<file path="src/rtl/fp_alu_pkg.sv">
// Shared widths and types for the fp_alu datapath.
// Holds the default mantissa/exponent widths and the normalizer state encoding.
package fp_alu_pkg;

  localparam int MANT_W_DEF = 16;
  localparam int EXP_W_DEF  = 5;

  typedef enum logic [1:0] {
    IDLE  = 2'd0,
    SHIFT = 2'd1,
    DONE  = 2'd2
  } norm_state_t;

endpackage

</file>
<file path="src/rtl/fp_lzc.sv">
// Parameterized leading-zero counter; all-zero input returns W.
// Only compiled when FP_NORM_FAST_LZD_EN is defined (single-cycle normalize path).
`ifdef FP_NORM_FAST_LZD_EN
module fp_lzc #(
  parameter  int W  = 16,
  localparam int CW = $clog2(W),
  localparam int OW = CW + 1
) (
  input  logic [W-1:0] i_data,
  output logic [OW-1:0] o_count
);

  always_comb begin
    // NOTE: default assigned before the loop so every path drives o_count and no latch is inferred.
    o_count = OW'(W);
    for (int i = 0; i < W; i++) begin
      if (i_data[i]) o_count = OW'(W - 1 - i);
    end
  end

endmodule
`endif

</file>
<file path="src/rtl/fp_normalizer.sv">
// Post-add/sub mantissa normalizer with valid/ready on both sides.
// Define FP_NORM_FAST_LZD_EN for a single-cycle barrel-shift normalize; default is one bit per cycle.
module fp_normalizer
  import fp_alu_pkg::*;
#(
  parameter  int MANT_W = MANT_W_DEF,
  parameter  int EXP_W  = EXP_W_DEF,
  localparam int CNT_W  = $clog2(MANT_W)
) (
  input  logic              clk,
  input  logic              rst_n,
  input  logic              in_valid,
  output logic              in_ready,
  input  logic [MANT_W-1:0] in_mant,
  input  logic [EXP_W-1:0]  in_exp,
  output logic              out_valid,
  input  logic              out_ready,
  output logic [MANT_W-1:0] out_mant,
  output logic [EXP_W-1:0]  out_exp,
  output logic [CNT_W-1:0]  out_shift,
  output logic              out_zero,
  output logic              out_uflow
);

  norm_state_t       r_state;
  logic              r_in_ready;
  logic              r_out_valid;
  logic [MANT_W-1:0] r_mant;
  logic [EXP_W-1:0]  r_exp;
  logic [CNT_W-1:0]  r_shift;
  logic              r_zero;
  logic              r_uflow;

  logic w_accept;
  logic w_handoff;

  assign w_accept  = in_valid & r_in_ready;
  assign w_handoff = r_out_valid & out_ready;

`ifdef FP_NORM_FAST_LZD_EN
  logic [CNT_W:0]   w_lzc;
  logic [CNT_W-1:0] w_sh;
  logic             w_uflow;

  fp_lzc #(.W(MANT_W)) u_lzc (
    .i_data  (r_mant),
    .o_count (w_lzc)
  );

  // Clamp the shift at the exponent so it bottoms out at 0 instead of wrapping.
  always_comb begin
    if (int'(w_lzc) > int'(r_exp)) begin
      w_sh    = CNT_W'(r_exp);
      w_uflow = (r_mant != '0);
    end else begin
      w_sh    = CNT_W'(w_lzc);
      w_uflow = 1'b0;
    end
  end
`endif

  // NOTE: all state uses non-blocking assignments so each flop samples pre-edge values.
  always_ff @(posedge clk) begin
    if (!rst_n) begin
      r_state     <= IDLE;
      r_in_ready  <= 1'b0;
      r_out_valid <= 1'b0;
      r_mant      <= '0;
      r_exp       <= '0;
      r_shift     <= '0;
      r_zero      <= 1'b0;
      r_uflow     <= 1'b0;
    end else begin
      case (r_state)
        IDLE: begin
          r_in_ready <= 1'b1;
          if (w_accept) begin
            r_mant     <= in_mant;
            r_exp      <= in_exp;
            r_shift    <= '0;
            r_zero     <= 1'b0;
            r_uflow    <= 1'b0;
            r_in_ready <= 1'b0;
            r_state    <= SHIFT;
          end
        end

        SHIFT: begin
          if (r_mant == '0) begin
            r_zero  <= 1'b1;
            r_exp   <= '0;
            r_shift <= '0;
            r_state <= DONE;
          end else begin
`ifdef FP_NORM_FAST_LZD_EN
            r_mant  <= r_mant << w_sh;
            r_exp   <= r_exp - EXP_W'(w_sh);
            r_shift <= w_sh;
            r_uflow <= w_uflow;
            r_state <= DONE;
`else
            if (r_mant[MANT_W-1]) begin
              r_state <= DONE;
            end else if (r_exp == '0) begin
              r_uflow <= 1'b1;
              r_state <= DONE;
            end else begin
              r_mant  <= {r_mant[MANT_W-2:0], 1'b0};
              r_exp   <= r_exp - EXP_W'(1);
              r_shift <= r_shift + CNT_W'(1);
            end
`endif
          end
        end

        DONE: begin
          // Valid is raised one edge after entering DONE, giving the k+2 edge latency.
          if (w_handoff) begin
            r_out_valid <= 1'b0;
            r_in_ready  <= 1'b1;
            r_state     <= IDLE;
          end else begin
            r_out_valid <= 1'b1;
          end
        end

        default: r_state <= IDLE;
      endcase
    end
  end

  assign in_ready  = r_in_ready;
  assign out_valid = r_out_valid;
  assign out_mant  = r_mant;
  assign out_exp   = r_exp;
  assign out_shift = r_shift;
  assign out_zero  = r_zero;
  assign out_uflow = r_uflow;

endmodule

</file>
<file path="config.mk">
export PLATFORM = sky130hd
export DESIGN_NAME = fp_normalizer
export DESIGN_NICKNAME = d
export VERILOG_FILES = /design/src/rtl/fp_alu_pkg.sv /design/src/rtl/fp_lzc.sv /design/src/rtl/fp_normalizer.sv
export SDC_FILE = /design/constraint.sdc
export NUM_CORES = 1
export LEC_CHECK = 0
export CAP_MARGIN = 40
export CORE_MARGIN = 2
export CORE_UTILIZATION = 25
export DETAILED_ROUTE_END_ITERATION = 12
export DONT_BUFFER_PORTS = 1
export PLACE_DENSITY_LB_ADDON = 0.1
export SLEW_MARGIN = 30
export SYNTH_ARGS = -nofsm -noshare
export SYNTH_HDL_FRONTEND = slang
export SYNTH_SLANG_ARGS = --single-unit
export TNS_END_PERCENT = 30
</file>
<file path="constraint.sdc">
create_clock -name clk -period 4.2 [get_ports clk]
set_input_delay 0.63 -clock clk [delete_from_list [all_inputs] [get_ports clk]]
set_output_delay 0.63 -clock clk [all_outputs]
set_load 0.005 [all_outputs]
</file>
After elaboration in Yosys (flattened, before gate mapping) --
Cells that the tools add are included.
Storage, ports and cells: bits in latches 0, RAM bits 0, word-level logic and storage cells 69, memories kept 0, output and inout port bits 29, bits of input ports 25, memory bits (read-only) 0, register bits 31
Cells by class: reduce and logical (&&, ||, !) cells 12, $lt $le $gt $ge 0, eq/ne operators 12, divide/modulo/power cells 0, $add $sub $neg 2, shift-type cells 0, multipliers 0, multiplexer cells 32, bitwise operators 2
Operators by type and width (count):
- two-way mux 16 bit | 4
- case mux 16 bit (2 select lines) | 1
- two-way mux 5 bit | 4
- logical NOT 16 bit | 1
- two-way mux 4 bit | 4
- inequality test 2 bit, second input constant | 7
- two-way mux 2 bit | 5
- case mux 5 bit (2 select lines) | 1
- AND reduction 5 bit | 2
- AND reduction 3 bit | 3
- two-way mux 1 bit | 8
- case mux 4 bit (2 select lines) | 1
- inequality test 3 bit, second input constant | 2
- case mux 1 bit (2 select lines) | 3
- case mux 2 bit (3 select lines) | 1
- logical NOT 5 bit | 1
- subtractor 5 x 1 -> 5 bit, second input constant | 1
- adder 4 x 1 -> 4 bit, second input constant | 1
- inequality test 4 bit, second input constant | 1
- AND reduction 4 bit | 1
- nonzero test 2 bit | 2
- bitwise AND 1 bit | 2
- == test 2 x 1 -> 1 bit, second input constant | 1
- == test 2 bit, second input constant | 1
- 2 further kinds | 2

Depth between registers and ports, before layout --
Gate-level depths: netlist of the first run.
word-level depth 5, depth in mapped cells 8, gate-level depth less buffers 6

Worst setup path before layout of the first run --
OpenSTA, ideal clock, no wires.
path type flip-flop to flip-flop, from register r_exp[0] (netlist: out_exp[0]), to register r_exp[2] (netlist: out_exp[2]), period minus slack after synthesis 2.034 ns, arrival time 1.907 ns, setup slack 2.166 ns, cell stages (with the launch flop) 9, library setup time 0.127 ns, data required time 4.073 ns, path buffers 2, cells stage by stage dfxtp_1 -> inv_1 -> ha_1 -> or4b_1 -> clkbuf_1 -> clkbuf_1 -> a211o_1 -> o221ai_1 -> a21oi_1
On the way: longest elaborated chain between the ends 5, elaborated cells on any way between the ends 8, classes of those cells 1 x add/sub; 1 x eq/ne; 4 x mux; 2 x reduce/logical
Ends and longest elaborated chain:
- start, declared | RTL line fp_normalizer.sv:29 | logic [EXP_W-1:0] r_exp;
- start signal, assigned | RTL line fp_normalizer.sv:79 | r_exp <= in_exp;
- start signal, assigned | RTL line fp_normalizer.sv:109 | r_exp <= r_exp - EXP_W'(1);
- subtractor 5 x 1 -> 5 bit | RTL line fp_normalizer.sv:109
- two-way mux 5 bit | RTL line fp_normalizer.sv:104 | end else if (r_exp == '0) begin
- two-way mux 5 bit | RTL line fp_normalizer.sv:102 | if (r_mant[MANT_W-1]) begin
- two-way mux 5 bit | RTL line fp_normalizer.sv:89 | if (r_mant == '0) begin
- case mux 5 bit (2 select lines) | RTL line fp_normalizer.sv:74 | case (r_state)
Several ways; a longest one is shown, not always the timed one. The select of a mux whose other input is x is not followed. A chain may end at the register's enable or synchronous reset.

Final worst setup path of the first run --
from register r_exp[0] (netlist: out_exp[0]), to register r_mant[3] (netlist: out_mant[3])
On the way: longest elaborated chain between the ends 3
Ends and longest elaborated chain:
- logical NOT 5 bit | RTL line fp_normalizer.sv:104
- inequality test 2 bit (no line)
- AND reduction 5 bit (no line)
- end signal, assigned | RTL line fp_normalizer.sv:78 | r_mant <= in_mant;
- end signal, assigned | RTL line fp_normalizer.sv:108 | r_mant <= {r_mant[MANT_W-2:0], 1'b0};
- end, declared | RTL line fp_normalizer.sv:28 | logic [MANT_W-1:0] r_mant;
Every way passes these cells.

==> results of run 1 <==
## power breakdown
group / switching [mW] / internal [mW]
combinational: 0.148 / 0.0879
sequential: 0.0445 / 0.324
clock: 0.115 / 0.150
total: 0.308 / 0.561
## worst max-delay path, stage by stage, from the launching register on
cell and delay (ns):
dfxtp_1 0.40, inv_1 0.09, ha_1 0.25, or4b_1 0.57, nand2_1 0.28, o21ai_4 0.62, mux2i_1 0.25
## per-layer routing
metal  GRT usage  vias up  share of wire
met4      0.0462        0          0.014
met1       0.189      726           0.46
met2       0.218       30           0.47
li1            -      761              -
met3      0.0540        5          0.054
met5           0        -              0
## worst max path at each step
stage	start	end	slack [ns]
floorplan	out_exp[0]	out_exp[2]	2.17
global placement	out_exp[0]	out_mant[4]	1.75
detailed placement	out_exp[0]	out_mant[13]	1.64
CTS	out_exp[0]	out_mant[13]	1.64
global route	out_exp[0]	out_mant[3]	1.37
finish	out_exp[0]	out_mant[3]	1.66
## layout by cell type, fill, tap and decap left out, drive strengths merged, types with 2 or more instances in the layout
cell type and count:
inv 3, a211o 2, and2 2, a211oi 2, o221ai 2, a31oi 16
buf 2, dfxtp 31, nor3 5, nor2b 2, nor4 2, mux2i 16
o21ai 6, nand2 27, nor2 22, or4 4, a21oi 8, ha 2
nand4 2, a22oi 3, o32ai 2, or3 17, nand3 5, clkbuf 8
## cell type report
cell class	instances	area share
multi-input combinational	160	0.545
sequential	31	0.330
clock buffer	8	0.0533
tap	80	0.0533
timing repair buffer	2	0.00999
inverter	4	0.00799
## cells by family (layout without fill, tap and decap cells)
logic type / after synthesis / after routing
simple gates: 94 / 94
compound gates: 47 / 47
flops: 31 / 31
buf+inv: 20 / 14
mux: 16 / 16
fa+ha+maj: 2 / 2
xor+xnor: 1 / 1
## state kept, by name, summed over array words and instances (netlist names)
signal / count
out_valid: 1
out_zero: 1
out_uflow: 1
r_state: 2
out_exp: 5
out_shift: 4
out_mant: 16
in_ready: 1
## cell usage after synthesis
| library cell | count | area share |
|---|---|---|
| dfxtp_1 | 31 | 0.36 |
| nand2_1 | 27 | 0.059 |
| nor2_1 | 22 | 0.048 |
| or3_1 | 17 | 0.062 |
| a31oi_1 | 16 | 0.058 |
| mux2i_1 | 16 | 0.093 |
| clkbuf_1 | 14 | 0.030 |
| a21oi_1 | 7 | 0.020 |
| nand3_1 | 5 | 0.014 |
| nor3_1 | 5 | 0.014 |
| o21ai_0 | 4 | 0.012 |
| a22oi_1 | 3 | 0.013 |
| inv_1 | 3 | 0.0065 |
| or4_4 | 3 | 0.020 |
| a211o_1 | 2 | 0.010 |
| a211oi_1 | 2 | 0.0087 |
| and2_1 | 2 | 0.0072 |
| ha_1 | 2 | 0.014 |
| nand4_1 | 2 | 0.0072 |
| nor2b_1 | 2 | 0.0072 |
| nor4_1 | 2 | 0.0072 |
| o221ai_1 | 2 | 0.010 |
| o32ai_1 | 2 | 0.010 |
| a21oi_2 | 1 | 0.0051 |
| a32oi_1 | 1 | 0.0051 |
| and3_1 | 1 | 0.0036 |
| buf_2 | 1 | 0.0029 |
| buf_6 | 1 | 0.0065 |
| clkinv_1 | 1 | 0.0022 |
| nand2b_1 | 1 | 0.0036 |
| nand4b_1 | 1 | 0.0051 |
| nor4b_1 | 1 | 0.0051 |
| o211ai_1 | 1 | 0.0043 |
| o21ai_1 | 1 | 0.0029 |
| o21ai_4 | 1 | 0.0094 |
| o221a_1 | 1 | 0.0065 |
| o31a_1 | 1 | 0.0051 |
| o41a_1 | 1 | 0.0065 |
| o41ai_4 | 1 | 0.016 |
| or2_2 | 1 | 0.0036 |
| or4_1 | 1 | 0.0043 |
| or4b_1 | 1 | 0.0058 |
| xor2_1 | 1 | 0.0051 |
## per-stage QoR
stage / total power [mW] / instances / area [um2]
6_report: 0.869 / 285 / 1880
5_1_grt: 0.929 / 285 / 1880
4_1_cts: 0.881 / 284 / 1870
3_5_place_dp: 0.614 / 276 / 1770
3_3_place_gp: 0.613 / 276 / 1770
2_1_floorplan: 0.560 / 211 / 1730
==> summary.txt, run 1 <==
Share of cells above drive strength 1 = 0.0829
Routed Antenna Nets = 0
CTS Hold Bufs = 0
Clk sinks = 31
PostCTS Resize Cnt = 0
Gr ovfl total = 0
Leakage = 0.660 nW
Slew @ Worst Pin = 0.782 ns
Via count = 1522
Critical Path RT = 4.41 ns
Crit path kind = register to register
Vias in the first global route = 1485
Multi-input gate area = 1020 um2
Worst rel slew slack = 0.474
Nets = 231
Core ar. = 6760 um2
Period utilization = 0.605
Total Routed Length = 5250 um
Ant diodes = 0
Reg-to-reg setup timing slack = 1.66 ns
Vias per inst = 5.34
Warning count from the yosys run = 0
Syn avg cell area = 8.18 um2
Largest family of logic cells by synthesized area = simple AND/OR/NAND/NOR gates
RR Startpoint = out_exp[0]
Largest net degree at the start of global routing = 29
Max Fclk = 0.394 GHz
Final hold slack = 0.470 ns
Die area = 7590 um2
Worst-Skew Late Latency = 0.28 ns
Seq. cell area = 621 um2
Die Wd = 87.1 um
Worst R2R End = out_mant[3]
H-tree depth = 2
TritonRoute pass-1 iters = 4
Mux cell area share after synthesis = 0.0928
Compound-Gate Fraction of Synth Area = 0.203
Hold WC Path Type = primary input to register
Flops & latches, synth = 31
CTS clk-pin slew, worst paths = 0.07 ns
Syn Nets = 238
Setup TNS = 0 ns
Root buf cell = clkbuf_8
Clock buffer depth = 2
Hold Path Cell Cnt = 1
Final number of max-transition violations = 0
Core Util, Final = 0.278
VDD IR max = 0.000113 V
Setup Fix Bufs, Post-CTS = 0
IO Port Bufs = 0
Unique masters post-synth = 43
Final setup violation count = 0
Initial core utilization = 0.256
DPL Wire Length = 3610 um
CTS tree = yes
Simple logic cell fraction of the synthesized area = 0.277
RSZ-0062 raised after global routing = no
Ports = 54
Detailed-route DRC error count = 0
GP Congestion = 0.724
Count of final hold-check violations = 0
Min Clock Period, post-route = 2.54 ns
DR iter-0 viols = 91
Hold path start = rst_n
Antenna violations before repair = 0
Post-Synthesis Cells = 211
Final WS setup = 1.66 ns
Arr. time, crit path = 2.75 ns
Adder-cell share of the synthesized area = 0.0145
Global Route Usage Sum = 0.144
Inserted Clock Buffers = 5
Register area share after synthesis = 0.359
Cell Rows = 30
PD cells = 463 nW/um2
Max FO, Critical Path = 18
Global-route wire length before repair = 8310 um
WL per Instance = 18.4 um
Post-synthesis cell area = 1730 um2
Area growth syn-to-layout = 8.84%
Synth Area in XOR/XNOR = 0.00507
Die height = 87.1 um
Max cap viols = 0
Fillcell total = 735
Destination of the worst hold path = r_state[0]
Final Skew = 0.00318 ns
Path depth of the worst reg2reg path = 6
CP Launch Type = register
Outcome = finished, final reports clean
Pre-CTS WS = 1.64 ns
CP Capture Type = register
No activity file was read; power rests on OpenSTA's default activity.
==> run 2, diff against run 1 <==
==> constraint.sdc (replaced) <==
create_clock -name clk -period 2.5 [get_ports clk]
set_input_delay 0.375 -clock clk [delete_from_list [all_inputs] [get_ports clk]]
set_output_delay 0.375 -clock clk [all_outputs]
set_load 0.005 [all_outputs]
==> summary.txt, run 2 (same netlist as run 1, synthesis figures left out) <==
Worst rel slew slack = 0.463
Ports = 54
Area growth syn-to-layout = 9.20%
DPL Wire Length = 3860 um
Min Clock Period, post-route = 2.28 ns
Global Route Usage Sum = 0.146
PD cells = 755 nW/um2
VDD IR max = 0.000190 V
Cell Rows = 30
H-tree depth = 2
Die Wd = 87.1 um
Initial core utilization = 0.256
Largest net degree at the start of global routing = 29
Root buf cell = clkbuf_8
Fillcell total = 759
RSZ-0062 raised after global routing = no
Vias per inst = 5.42
Ant diodes = 0
Leakage = 0.668 nW
Clk sinks = 31
Commonest cells after routing, fill and taps aside = dfxtp_1 (31), nand2_1 (27), nor2_1 (22)
CTS tree = yes
Worst-Skew Late Latency = 0.28 ns
Slew @ Worst Pin = 0.805 ns
Arr. time, crit path = 2.46 ns
TritonRoute pass-1 iters = 4
Final setup violation count = 0
Final WS setup = 0.218 ns
Vias in the first global route = 1489
WL per Instance = 18.7 um
Global-route wire length before repair = 8400 um
Detailed-route DRC error count = 0
Nets = 236
CP Launch Type = register
CTS Hold Bufs = 0
Die height = 87.1 um
Setup Fix Bufs, Post-CTS = 0
Max cap viols = 0
Commonest non-fill, non-tap cell in the layout = dfxtp_1
Share of cells above drive strength 1 = 0.0962
CTS clk-pin slew, worst paths = 0.06 ns
Total Routed Length = 5390 um
Core ar. = 6760 um2
Setup TNS = 0 ns
DR iter-0 viols = 101
CP Capture Type = register
Final number of max-transition violations = 0
Gr ovfl total = 0
Max Fclk = 0.438 GHz
PostCTS Resize Cnt = 0
Die area = 7590 um2
Hold WC Path Type = primary input to register
Clock buffer depth = 2
Routed Antenna Nets = 0
Count of final hold-check violations = 0
Outcome = finished, final reports clean
Period utilization = 0.913
Antenna violations before repair = 0
Inserted Clock Buffers = 5
Max reg flops = 16
Critical Path RT = 2.68 ns
Crit path kind = register to register
Via count = 1560
GP Congestion = 0.686
Max FO, Critical Path = 15
Pre-CTS WS = 0.168 ns
Final Skew = 0.00425 ns
IO Port Bufs = 0
## run 2: metal layers
| layer | up-vias | share of wire | GRT usage |
|---|---|---|---|
| met4 | 0 | 0.016 | 0.0462 |
| li1 | 775 | - | - |
| met1 | 737 | 0.48 | 0.203 |
| met2 | 40 | 0.45 | 0.213 |
| met5 | - | 0 | 0 |
| met3 | 8 | 0.057 | 0.0493 |
## run 2: final cells by class
| class | count | area, um2 | area share |
|---|---|---|---|
| Inverter | 4 | 15.0 | 0.00796 |
| Clock buffer | 6 | 72.6 | 0.0385 |
| Multi-Input combinational cell | 160 | 1020 | 0.543 |
| Sequential cell | 31 | 621 | 0.329 |
| Timing Repair Buffer | 7 | 52.6 | 0.0279 |
| Tap cell | 80 | 100 | 0.0531 |
## run 2: final timing paths
kind / end / cells past startpoint / from / slack (ns)
worst min register to register: out_mant[5] / 2 / out_mant[5] / 0.52
worst max-delay path: r_state[0] / 4 / out_mant[0] / 0.22
worst max register to register: r_state[0] / 4 / out_mant[0] / 0.22
worst min-delay path: r_state[0] / 1 / rst_n / 0.22
## run 2: power by group
group          leakage (nW)  switching [mW]  internal [mW]  total, mW
combinational         0.378           0.257          0.176      0.433
sequential            0.253          0.0762          0.544      0.621
clock                0.0371           0.184          0.185      0.369
total                 0.668           0.517          0.906       1.42
## run 2: critical path: stages, from the launching register on
cell and delay [ns]:
dfxtp_1 0.36, or4_4 0.59, o41ai_4 0.69, o21ai_4 0.30
and2_1 0.24
## run 2: through the flow
step	std cells	utilization	hold WS (ns)	area, um2	power [mW]
after global placement	282	0.268	0.503	1810	1.07
after floorplan	211	-	0.461	1730	0.940
after CTS	288	0.279	0.209	1890	1.45
after detailed placement	282	0.268	0.506	1810	1.07
after global routing	288	0.279	0.209	1890	1.52
final	288	0.279	0.218	1890	1.42
==> run 3, diff against run 2 <==
--- a/config.mk
+++ b/config.mk
@@ -6,7 +6,7 @@
 export NUM_CORES = 1
 export LEC_CHECK = 0
 export CAP_MARGIN = 40
-export CORE_MARGIN = 2
+export CORE_MARGIN = 5
 export CORE_UTILIZATION = 25
 export DETAILED_ROUTE_END_ITERATION = 12
 export DONT_BUFFER_PORTS = 1
==> summary.txt, run 3 (same netlist as run 1, synthesis figures left out) <==
P_sw = 0.529 mW
IO Port Bufs = 0
Global-route wire length before repair = 8490 um
Met2 global-route usage = 0.201
DR iter-0 viols = 56
Core ar. = 6760 um2
Seq pwr share = 0.418
CTS tree = yes
CP Capture Type = register
CTS clk-pin slew, worst paths = 0.07 ns
CP Launch Type = register
Worst rel slew slack = 0.458
Global Route Usage Sum = 0.127
Routed Antenna Nets = 0
Net Sw Frac = 0.360
Vias per inst = 5.37
Area growth syn-to-layout = 10.5%
Die area = 8670 um2
Cell Rows = 30
Arr. time, crit path = 2.46 ns
Max Fclk = 0.440 GHz
Hold WC Path Type = primary input to register
Max FO, Critical Path = 15
VDD IR max = 0.000162 V
Worst-Skew Late Latency = 0.28 ns
Crit path kind = register to register
Max cap viols = 0
Root buf cell = clkbuf_8
Nets = 237
Commonest cells after routing, fill and taps aside = dfxtp_1 (31), nand2_1 (27), nor2_1 (22)
Setup Fix Bufs, Post-CTS = 0
Period utilization = 0.910
Post-DP Area = 1820 um2
Max reg flops = 16
Clk sinks = 31
Detailed-route DRC error count = 0
Int Pwr = 0.940 mW
Share of cells above drive strength 1 = 0.110
Count of final hold-check violations = 0
Ant diodes = 0
WL per Instance = 19.2 um
Antenna violations before repair = 0
Initial core utilization = 0.256
PD cells = 770 nW/um2
Ports = 54
Core Util, Final = 0.282
Logic gate share of total power = 0.304
PostCTS Resize Cnt = 0
Final Skew = 0.00471 ns
TritonRoute pass-1 iters = 5
Inserted Clock Buffers = 5
Leakage = 0.683 nW
RSZ-0062 raised after global routing = no
Final number of max-transition violations = 0
Fin area = 1910 um2
H-tree depth = 2
GR Util met1 = 0.161
Min Clock Period, post-route = 2.27 ns
Reg-to-reg setup timing slack = 0.23 ns
Clock buffer depth = 2
Gr ovfl total = 0
CTS Hold Bufs = 0
DPL Wire Length = 4040 um
Commonest non-fill, non-tap cell in the layout = dfxtp_1
Clk pwr share = 0.278
Global routing's busiest layer = met2
Die height = 93.1 um
Outcome = finished, final reports clean
Setup TNS = 0 ns
Critical Path RT = 2.68 ns
Final setup violation count = 0
Largest net degree at the start of global routing = 29
Slew @ Worst Pin = 0.813 ns
GP Congestion = 0.677
Vias in the first global route = 1487
Die Wd = 93.1 um
GR Util met3 = 0.0483
Total Routed Length = 5570 um
Via count = 1558
==> run 3: area by class of cell <==
cell class                 count  area, um2
clock buffer                   6       82.6
inverter                       4       15.0
multi-input combinational    160       1020
timing repair buffer           8       60.1
clock inverter                 1       5.00
tap                           80        100
fill                         761       4850
sequential                    31        621
==> run 3: worst paths after layout <==
path,from,to,cells after the start
worst max-delay path,out_mant[15],r_state[0],4
worst max register to register,out_mant[15],r_state[0],4
worst min-delay path,rst_n,r_state[0],1
worst min register to register,out_mant[11],out_mant[11],2
==> run 3: per-stage QoR <==
step | hold slack [ns] | cells | power [mW] | setup WS, ns
floorplan | 0.461 | 211 | 0.940 | 0.466
global placement | 0.507 | 283 | 1.08 | 0.210
detailed placement | 0.505 | 283 | 1.08 | 0.203
CTS | 0.209 | 290 | 1.49 | 0.186
global route | 0.212 | 290 | 1.56 | 0.132
finish | 0.228 | 290 | 1.47 | 0.225
==> run 3: power groups by stage <==
stage	clock [mW]	sequential (mW)	combinational [mW]
detailed placement	0	0.628	0.448
global placement	0	0.629	0.447
global route	0.443	0.625	0.492
finish	0.408	0.614	0.447
floorplan	0	0.603	0.338
CTS	0.424	0.617	0.451
==> run 3: critical path: stages (launching register included) <==
cell	delay, ns
dfxtp_1	0.41
or4_4	0.60
o41ai_4	0.62
o21ai_4	0.30
and2_1	0.24
==> run 3: layer usage <==
metal  vias up  wire length (um)
met5         -                 0
met4         0                49
met3         7               355
met2        35              2540
met1       738              2630
li1        778                 -
==> patch: new RTL, config.mk and constraints of run 2 <==
The package constant `MANT_W_DEF` goes from 16 to 32.
--- a/src/rtl/fp_alu_pkg.sv
+++ b/src/rtl/fp_alu_pkg.sv
@@ -3,5 +3,5 @@
 package fp_alu_pkg;
 
-  localparam int MANT_W_DEF = 16;
+  localparam int MANT_W_DEF = 32;
   localparam int EXP_W_DEF  = 5;
 
Ports: changed (resized in_mant, out_mant and out_shift); port bits go from 54 to 87. The function was not compared with the original's and may differ.
==> patch against run 2 <==
Total power grew to 2.6 times the old value. Final area rose by 46%. Wire length is 44% higher. Sequential power increased by 110%. Core utilization up 0.18 points. Non-clock buffer count rose by 6. Area after synthesis is 46% higher. Worst setup slack better by 87 ps. Sequential cell count increased by 17. Critical path type unchanged. Largest cell class unchanged. Largest power group is now combinational logic.
==> patch: results (changes against run 2) <==
metric	value	unit	change
Max Clock Freq	455.5	MHz	was 438.1 MHz
total cell area at the placement stage	2668	um2	was 1813 um2
fraction of area in multi-input gates	52.01	%	was 54.35%
path depth of the worst reg2reg path	6		was 4
peak ir drop on the vdd network	0.5520	mV	was 0.1902 mV
worst-skew pair later-pin latency	310	ps	was 280 ps
area share of xor/xnor cells in the synthesized design	0.6941	%	was 0.5072%
end of the critical path	out_mant[25]		was r_state[0]
Leak Pwr	0.9112	nW	was 0.6683 nW
fraction of layout cells with a size suffix above 1	18.46	%	was 9.615%
final net count	341		was 236
final RePlAce weighted congestion	0.7480		was 0.6858
number of flip-flops in the largest register	32		was 16
number of standard cells in the layout, taps in and fillers out	431		was 288
mux share of post-synthesis cell area	0	%	was 9.275%
largest stage delay on the critical path	460	ps	was 690 ps
combinational gate power	1.93	mW	was 433 uW
tap cells	133		was 80
adder-cell share of the synthesized area	0.9916	%	was 1.449%
cell total after placement	424		was 282
cell types occupying the most area after synthesis	sky130_fd_sc_hd__dfxtp_1 (38%), sky130_fd_sc_hd__a311oi_2 (18%), sky130_fd_sc_hd__nand2_1 (11%), sky130_fd_sc_hd__nor2_1 (6.2%), sky130_fd_sc_hd__a21oi_1 (3.0%)		was sky130_fd_sc_hd__dfxtp_1 (36%), sky130_fd_sc_hd__mux2i_1 (9.3%), sky130_fd_sc_hd__or3_1 (6.2%), sky130_fd_sc_hd__nand2_1 (5.9%), sky130_fd_sc_hd__a31oi_1 (5.8%)
hold slack final	188.3	ps	was 217.6 ps
ranking of synthesized cells by instance count	sky130_fd_sc_hd__nand2_1 (72), sky130_fd_sc_hd__dfxtp_1 (48), sky130_fd_sc_hd__nor2_1 (42)		was sky130_fd_sc_hd__dfxtp_1 (31), sky130_fd_sc_hd__nand2_1 (27), sky130_fd_sc_hd__nor2_1 (22)
NonClk Buf Share	3.555	%	was 2.787%
worst-path maximum fanout	41		was 15
Signal buffers	13		was 7
switching share of power	48.35	%	was 36.34%
Final clock-cell share	2.826	%	was 3.849%
compound-cell area share of the yosys netlist	28.95	%	was 20.29%
Worst Hold Path EP	out_shift[1]		was r_state[0]
largest net degree at the start of global routing	42		was 29
Seq. cell area	960.9	um2	was 620.6 um2
Iter 0 DRT Violations	96		was 101
run status	finished clean		unchanged
wire length of the first global-routing pass	12370	um	was 8404 um
via density per instance	5.137		was 5.417
patch: changes by cell type after synthesis, moves of 14 or more:
cell and change:
sky130_fd_sc_hd__a311oi_2 +30, sky130_fd_sc_hd__a31oi_1 -14, sky130_fd_sc_hd__dfxtp_1 +17, sky130_fd_sc_hd__mux2i_1 -16, sky130_fd_sc_hd__nand2_1 +45, sky130_fd_sc_hd__nor2_1 +20, sky130_fd_sc_hd__or3_1 -16
patch: worst reg2reg max path, stage by stage (launching register included):
cell and delay (ps):
sky130_fd_sc_hd__dfxtp_1 360, sky130_fd_sc_hd__nor4_1 420, sky130_fd_sc_hd__nand4_1 260, sky130_fd_sc_hd__o311a_2 460, sky130_fd_sc_hd__buf_4 290, sky130_fd_sc_hd__nor2_1 210, sky130_fd_sc_hd__a311oi_2 60
patch: layer usage:
layer	GRT usage [%]	vias to the layer above	wire (um)
met3	5.639	4	662
met4	2.896	0	44
met2	21.38	72	3393
met1	19.34	1058	3654
li1	-	1080	-
met5	0	-	0
